==> config.mk <==
export PLATFORM = sky130hd
export DESIGN_NAME = i2s_encoder
export DESIGN_NICKNAME = d
export VERILOG_FILES = /design/src/rtl/i2s_encoder.sv
export SDC_FILE = /design/constraint.sdc
export NUM_CORES = 1
export LEC_CHECK = 0
export BUFFER_PORTS_ARGS = -buffer_cell sky130_fd_sc_hd__buf_2
export CELL_PAD_IN_SITES_DETAIL_PLACEMENT = 0
export CELL_PAD_IN_SITES_GLOBAL_PLACEMENT = 1
export CORE_MARGIN = 4
export CORE_UTILIZATION = 47
export CTS_CLUSTER_DIAMETER = 150
export DETAILED_ROUTE_END_ITERATION = 6
export GPL_ROUTABILITY_DRIVEN = 0
export PLACE_DENSITY = 0.92
export SYNTH_ARGS = -nofsm -noshare
export SYNTH_HDL_FRONTEND = slang
export SYNTH_SLANG_ARGS = --single-unit
==> constraint.sdc <==
create_clock -name sys_clk -period 4.6 [get_ports sys_clk]
set_clock_uncertainty 0.2 [all_clocks]
set_input_delay 0.23 -clock sys_clk [delete_from_list [all_inputs] [get_ports sys_clk]]
set_output_delay 0.23 -clock sys_clk [all_outputs]
set_load 0.05 [all_outputs]
==> src/rtl/i2s_encoder.sv <==
`timescale 1ns/1ps
`default_nettype none
// ============================================================================
//  Module   : i2s_encoder
//  Purpose  : I2S master transmitter (Philips format). Serialises stereo PCM
//             sample pairs MSB first onto SCK/WS/SD, with one SCK of delay
//             after every WS edge. SCK and WS are derived from sys_clk. One
//             pair waits in a holding buffer while another is being shifted.
//  Ports    : sys_clk, sys_rst          - clock, synchronous active-high reset
//             s_valid/s_ready           - sample pair handshake
//             s_l_data/s_r_data         - left/right samples (two's complement)
//             o_sck/o_ws/o_sd           - I2S bit clock, word select, data
//             frame_start               - pulse on the first tick of a frame
//             underrun                  - pulse when a frame starts empty
//  Revision : 1.0 - initial release
// ============================================================================
module i2s_encoder #(
  parameter int DATAWIDTH = 24,
  parameter int SLOT_BITS = 32,
  parameter int SCLK_DIV  = 9
) (
  input  logic                 sys_clk,
  input  logic                 sys_rst,
  input  logic                 s_valid,
  output logic                 s_ready,
  input  logic [DATAWIDTH-1:0] s_l_data,
  input  logic [DATAWIDTH-1:0] s_r_data,
  output logic                 o_sck,
  output logic                 o_ws,
  output logic                 o_sd,
  output logic                 frame_start,
  output logic                 underrun
);

  localparam int c_frame_bits = 2 * SLOT_BITS;
  localparam int c_bw         = $clog2(c_frame_bits);
  localparam int c_dw         = $clog2(SCLK_DIV);

  localparam logic [c_dw-1:0] c_div_last = c_dw'(SCLK_DIV - 1);
  localparam logic [c_dw-1:0] c_div_one  = c_dw'(1);
  localparam logic [c_dw-1:0] c_sck_hi   = c_dw'(SCLK_DIV - SCLK_DIV / 2);
  localparam logic [c_bw-1:0] c_bit_last = c_bw'(c_frame_bits - 1);
  localparam logic [c_bw-1:0] c_bit_one  = c_bw'(1);
  localparam logic [c_bw-1:0] c_slot     = c_bw'(SLOT_BITS);
  localparam logic [c_bw-1:0] c_dwidth   = c_bw'(DATAWIDTH);

  logic [c_dw-1:0]      r_div_cnt;
  logic [c_bw-1:0]      r_bit_cnt;
  logic                 r_buf_empty;
  logic [DATAWIDTH-1:0] r_buf_l;
  logic [DATAWIDTH-1:0] r_buf_r;
  logic [DATAWIDTH-1:0] r_sh_l;
  logic [DATAWIDTH-1:0] r_sh_r;

  logic            w_tick;
  logic [c_dw-1:0] w_div_nxt;
  logic [c_bw-1:0] w_bit_nxt;
  logic            w_ws_nxt;
  logic [c_bw-1:0] w_p_nxt;
  logic            w_data_bit;
  logic            w_fs;
  logic            w_xfer;

  // The tick is the SCK falling edge; everything serial changes only here.
  assign w_tick     = (r_div_cnt == c_div_last);
  assign w_div_nxt  = w_tick ? '0 : r_div_cnt + c_div_one;
  assign w_bit_nxt  = (r_bit_cnt == c_bit_last) ? '0 : r_bit_cnt + c_bit_one;
  assign w_ws_nxt   = (w_bit_nxt >= c_slot);
  assign w_p_nxt    = w_ws_nxt ? (w_bit_nxt - c_slot) : w_bit_nxt;
  // p=0 is the one-SCK delay slot after WS changes; data runs p=1..DATAWIDTH.
  assign w_data_bit = (w_p_nxt != '0) && (w_p_nxt <= c_dwidth);
  assign w_fs       = w_tick && (w_bit_nxt == '0);
  assign w_xfer     = s_valid && r_buf_empty;

  assign s_ready    = r_buf_empty;

  always_ff @(posedge sys_clk) begin
    if (sys_rst) begin
      r_div_cnt   <= '0;
      r_bit_cnt   <= c_bit_last;
      r_buf_empty <= 1'b1;
      r_buf_l     <= '0;
      r_buf_r     <= '0;
      r_sh_l      <= '0;
      r_sh_r      <= '0;
      o_sck       <= 1'b0;
      o_ws        <= 1'b0;
      o_sd        <= 1'b0;
      frame_start <= 1'b0;
      underrun    <= 1'b0;
    end else begin
      r_div_cnt   <= w_div_nxt;
      // SCK is registered from the next divider value so it lines up with
      // the counter phase seen in the same cycle.
      o_sck       <= (w_div_nxt >= c_sck_hi);
      frame_start <= w_fs;
      underrun    <= w_fs && r_buf_empty;

      if (w_tick) begin
        r_bit_cnt <= w_bit_nxt;
        o_ws      <= w_ws_nxt;
        if (w_fs) begin
          o_sd <= 1'b0;
          if (!r_buf_empty) begin
            r_sh_l      <= r_buf_l;
            r_sh_r      <= r_buf_r;
            r_buf_empty <= 1'b1;
          end else begin
            r_sh_l <= '0;
            r_sh_r <= '0;
          end
        end else if (w_data_bit) begin
          if (w_ws_nxt) begin
            o_sd   <= r_sh_r[DATAWIDTH-1];
            r_sh_r <= r_sh_r << 1;
          end else begin
            o_sd   <= r_sh_l[DATAWIDTH-1];
            r_sh_l <= r_sh_l << 1;
          end
        end else begin
          o_sd <= 1'b0;
        end
      end

      // A transfer needs an empty buffer, so it never collides with the
      // frame-start drain above; an empty-buffer frame start still underruns.
      if (w_xfer) begin
        r_buf_l     <= s_l_data;
        r_buf_r     <= s_r_data;
        r_buf_empty <= 1'b0;
      end
    end
  end

endmodule
`default_nettype wire
# After elaboration in Yosys (flattened, before gate mapping)
# Index checks and enable logic that the tools add are counted.
[word_totals]
ff_bits = 112
inputBits = 51
out_inout_bits = 6
elab_cells = 51
[op_classes]
addsub = 3
order_cmp = 3
n_eq_ne = 3
n_mux = 17
n_reduce_logical = 13
[ops]
columns = ["operator", "n"]
rows = [
  ["$mux W24", 8],
  ["$mux W6", 2],
  ["$reduce_bool A2 Y1", 4],
  ["$add A6 B1 Y6 const B", 1],
  ["$eq A6 B6 Y1 const B", 1],
  ["$ge A6 B6 Y1 const B", 1],
  ["$le A6 B5 Y1 const B", 1],
  ["$logic_not A6 Y1", 1],
  ["$mux W1", 6],
  ["$reduce_and A3 Y1", 2],
  ["$reduce_bool A6 Y1", 1],
  ["$sub A6 B6 Y6 const B", 1],
  ["$add A4 B1 Y4 const B", 1],
  ["$eq A4 B4 Y1 const B", 1],
  ["$ge A4 B3 Y1 const B", 1],
  ["$logic_and A1 B1 Y1", 4],
  ["$mux W4", 1],
  ["$ne A2 B1 Y1 const B", 1],
  ["$reduce_and A2 Y1", 1],
]

# Longest topological paths before layout
[logic_depth]
depth_word = 8
mapped_depth = 10

# Worst setup path after synthesis
# Ideal clock, no wire load.
[synth_path]
path_kind = "register to register"
start = "reg r_bit_cnt[0]"
end = "reg r_sh_l[16]"
setup_time_ps = 88
arrival_ps = 2136
t_required_ps = 4312
path_slack_ps = 2176
stages_incl_launch_ff = 10
period_less_slack_ps = 2424
path_cell_list = "dfxtp_1 -> ha_1 -> buf_2 -> or4b_4 -> o41ai_4 -> and4_1 -> buf_4 -> buf_6 -> nand3_2 -> a311oi_2"
[synth_via]
elab_chain_cells = 8
elab_cells_between_ends = 15
cone_classes = "2 x add/sub; 2 x order compare; 2 x eq/ne; 3 x mux; 6 x reduce/logical"
[synth_rtl]
columns = ["element", "line", "text"]
rows = [
  ["start: declaration", "48", "logic [c_bw-1:0] r_bit_cnt;"],
  ["start signal: assignment", "80", "r_bit_cnt <= c_bit_last;"],
  ["start signal: assignment", "100", "r_bit_cnt <= w_bit_nxt;"],
  ["$add A6 B1 Y6 / $eq A6 B6 Y1 (equally long branches)", "67", "assign w_bit_nxt = (r_bit_cnt == c_bit_last) ? '0 : r_bit_cnt + c_bit_one;"],
  ["$mux W6 (*)", "67", ""],
  ["$sub A6 B6 Y6 / $ge A6 B6 Y1 (equally long branches)", "69, 68", ""],
  ["$mux W6", "69", "assign w_p_nxt = w_ws_nxt ? (w_bit_nxt - c_slot) : w_bit_nxt;"],
  ["$le A6 B5 Y1 / $reduce_bool A6 Y1 (equally long branches)", "71", "assign w_data_bit = (w_p_nxt != '0) && (w_p_nxt <= c_dwidth);"],
  ["$logic_and A1 B1 Y1", "71", ""],
  ["$reduce_bool A2 Y1 (no line)", "n/a", ""],
  ["$reduce_and A3 Y1 (no line)", "n/a", ""],
  ["end signal: assignment", "105", "r_sh_l <= r_buf_l;"],
  ["end signal: assignment", "118", "r_sh_l <= r_sh_l << 1;"],
  ["end: declaration", "52", "logic [DATAWIDTH-1:0] r_sh_l;"],
]
# Every way passes the cells marked *; elsewhere a longest branch is shown, timed or not.
# A chain may end at the register's enable or synchronous reset.

# Final worst setup path
[layout_path]
start = "reg r_bit_cnt[0]"
end = "reg r_sh_r[5]"
[layout_via]
elab_chain_cells = 8
elab_cells_between_ends = 15
cone_classes = "2 x add/sub; 2 x order compare; 1 x eq/ne; 3 x mux; 7 x reduce/logical"
[layout_rtl]
columns = ["element", "line", "text"]
rows = [
  ["$add A6 B1 Y6 / $eq A6 B6 Y1 (equally long branches)", "67", ""],
  ["$mux W6 (*)", "67", ""],
  ["$sub A6 B6 Y6 / $ge A6 B6 Y1 (equally long branches)", "69, 68", ""],
  ["$mux W6", "69", ""],
  ["$le A6 B5 Y1 / $reduce_bool A6 Y1 (equally long branches)", "71", ""],
  ["$logic_and A1 B1 Y1", "71", ""],
  ["$reduce_bool A2 Y1 (no line)", "n/a", ""],
  ["$reduce_and A3 Y1 (no line)", "n/a", ""],
  ["end signal: assignment", "106", "r_sh_r <= r_buf_r;"],
  ["end signal: assignment", "115", "r_sh_r <= r_sh_r << 1;"],
  ["end: declaration", "53", "logic [DATAWIDTH-1:0] r_sh_r;"],
]
# Marked as above.

==> flow_summary.yaml <==
setup_path:
  worst-path-stages: 6
  critical-path-top-delay-family: "compound AO/OA/AOI/OAI gates"
  path_class: "reg2reg"
  critPathArrivalTime_ns: 3.49
  critPathSlowestCell: "or3_1"
  endpoint_kind: "flip-flop"
  crit_path_start: "r_bit_cnt[0]"
  worst_r2r_endpoint: "r_sh_r[5]"
  start_kind: "flip-flop"
  cp_data_required_time_ns: 4.61
  path_max_fanout: 25
  reg2reg_slack_ns: 1.12
  worstSetupEndpoint: "r_sh_r[5]"
  worst-path-buf-inv: 0
  reg2reg_from: "r_bit_cnt[0]"
  critPathMaxStageDelay_ns: 0.71
  crit_chain: "ha_1 > nand2_1 > o41ai_4 > o21a_1 > or3_1 > o221ai_1"
  reg2reg_depth: 6
synth:
  synthCells: 592
  async_flop_share: 0
  synth.avg_cell_area_um2: 8.49
  synthTopCellsByCount: "nand2_1 (151), dfxtp_1 (112), a21oi_1 (76)"
  syn_nets: 647
  yosysTopAreaCell: "dfxtp_1"
  synthTopCellsByArea: "dfxtp_1 (45%), nand2_1 (11%), a21oi_1 (7.6%)"
  synth_edf_count: 0
  synth_top_area_share: 0.446
  synth_seq_cells: 112
  synth_most_common_cell: "nand2_1"
  ys_warn_count: 0
  synth_ff_type: "dfxtp_1"
  synth-seq-area-share: 0.446
  syn_area_um2: 5020
  yosys.cell_types.count: 49
clocking:
  post_cts_buffers: 0
  h-tree-depth: 3
  clk_root_buffer_cell: "clkbuf_8"
  cts_tree: "yes"
  clockBufferDepth: 2
  clock_latency_ns: 0.37
  cts_sinks: 112
  numCtsBuffers: 9
  clk_pin_slew_ns: 0.10
finish:
  fillers: 930
  finalCoreUtilization: 0.578
  diodes: 0
  drive_gt1_frac: 0.181
  syn_to_final_growth_pct: 19.4
  nets: 717
floorplan:
  die_area_um2: 12400
  rows: 37
  fp.dieH_um: 111
  io_pins: 57
  core_um2: 10400
  initial_core_util: 0.485
  die_w_um: 111
placed_design:
  place_ws_ns: 1.14
  dp.final_hpwl_um: 6970
  numPortBuffers: 56
pwr:
  power.density_nw_per_um2: 309
  p_clk_frac: 0.359
  power_mw: 1.85
  p_int_mw: 1.40
  swShare: 0.243
  p_switching_mw: 0.451
  leakagePower_nw: 2.10
  p_comb_frac: 0.091
  seqPwrFrac: 0.550
  peakVddDrop_mv: 0.209
global_route:
  grt_pass1_vias: 4130
  grt_max_degree: 82
  track_usage: 0.183
  grt_first_pass_wirelength_um: 19300
  antenna_found_initial: 0
  globalRoute.totalOverflow: 0
routing:
  finalWirelength_um: 11400
  drt_iter0_drc: 215
  viasPerCell: 5.51
  via_count: 4428
  post_drt_wl_per_cell_um: 14.2
  postRouteAntennaNets: 0
  dr.pass1.iters: 4
  route.detailed.drc: 0
sta:
  hold_viol: 0
  setup_slack_ns: 1.12
  tightest_slew_ns: 0.921
  drv_slew: 0
  setup_viol: 0
  grt_setup_unrepaired: "false"
  post-route-period-util: 0.756
  fmax_ghz: 0.287
  setup_tns_ns: 0
  fin_crit_ns: 3.48
  max_slew_margin: 0.386
hold_path:
  min_from: "sys_rst"
  hp-class: "in2reg"
job:
  max_cap_violations: 0
run_status:
  status: "finished, final reports clean"
[placed cells by master, fill, tap and decap left out, drive strengths merged, types with 4 or more instances in the layout]
cell           n
nand3         29
ha             4
and3           5
inv           30
nand2        151
buf           67
o21a           4
dlygate4sd3   48
a21oi         76
and2           4
o21ai          9
clkbuf        11
dfxtp        112
o221ai        22
o311ai        24
a311oi        23
nor2           7
nor2b          5
[layer usage]
layer | global-route usage | vias to the layer above | routed length, um
li1 | - | 2232 | -
met1 | 0.245 | 2078 | 5480
met2 | 0.302 | 104 | 5320
met3 | 0.0304 | 14 | 456
met4 | 0.0568 | 0 | 167
met5 | 0 | - | 0
[tightest hold or removal path: cells and delay by family]
family                 cells  cell delay (ns)
buffers and inverters      2             0.27
AND/OR/NAND/NOR            1             0.10
[logic make-up after synthesis]
logic type,synth area share
XOR/XNOR,0.00523
adder cells (fa/ha/maj),0.00996
buffers and inverters,0.0749
flip-flops,0.446
AND/OR/NAND/NOR,0.204
AO/OA/AOI/OAI,0.260
[power by group through the flow]
stage | combinational, mW | clock, mW | sequential (mW)
floorplan | 0.0898 | 0 | 1.04
global placement | 0.133 | 0 | 1.04
detailed placement | 0.136 | 0 | 1.04
CTS | 0.167 | 0.682 | 1.02
global route | 0.188 | 0.715 | 1.02
finish | 0.168 | 0.664 | 1.02
[through the flow]
step           hold WS [ns]  cells  cell area [um2]
2_1_floorplan         0.166    592             5020
3_3_place_gp          0.241    739             5290
3_5_place_dp          0.250    739             5290
4_1_cts              0.0400    803             6000
5_1_grt              0.0579    803             6000
6_report             0.0573    803             6000
[how the worst min path moves through the flow]
| stage | end | slack (ns) | cells after the start |
|---|---|---|---|
| after floorplan | r_buf_l[0] | 0.17 | 2 |
| after global placement | r_buf_l[0] | 0.24 | 2 |
| after detailed placement | r_buf_r[2] | 0.25 | 2 |
| after CTS | r_bit_cnt[4] | 0.04 | 3 |
| after global routing | r_bit_cnt[4] | 0.06 | 3 |
| final | r_bit_cnt[4] | 0.06 | 3 |
[area by class of cell]
| class | instances | area [um2] | share of cell area |
|---|---|---|---|
| well taps | 136 | 170 | 0.0284 |
| inverters | 29 | 109 | 0.0181 |
| flip-flops and latches | 112 | 2240 | 0.374 |
| clock buffers | 11 | 141 | 0.0236 |
| repair buffers | 115 | 843 | 0.141 |
| multi-input cells | 395 | 2410 | 0.401 |
| clock inverters | 5 | 86.3 | 0.0144 |
[sequential cells by signal (all words and copies together), names as in the netlist]
name and flops:
r_buf_l 24, r_buf_r 24, r_sh_l 24, r_sh_r 24
r_bit_cnt 6, r_div_cnt 4, frame_start 1, o_sck 1
o_sd 1, o_ws 1, s_ready 1, underrun 1
[timing repair]
| item | in CTS | in global routing |
|---|---|---|
| hold endpoints to repair | 48 | 0 |
| gates resized for setup | 0 | 0 |
| hold buffers | 48 | 0 |
No activity file was read; power rests on OpenSTA's default activity.
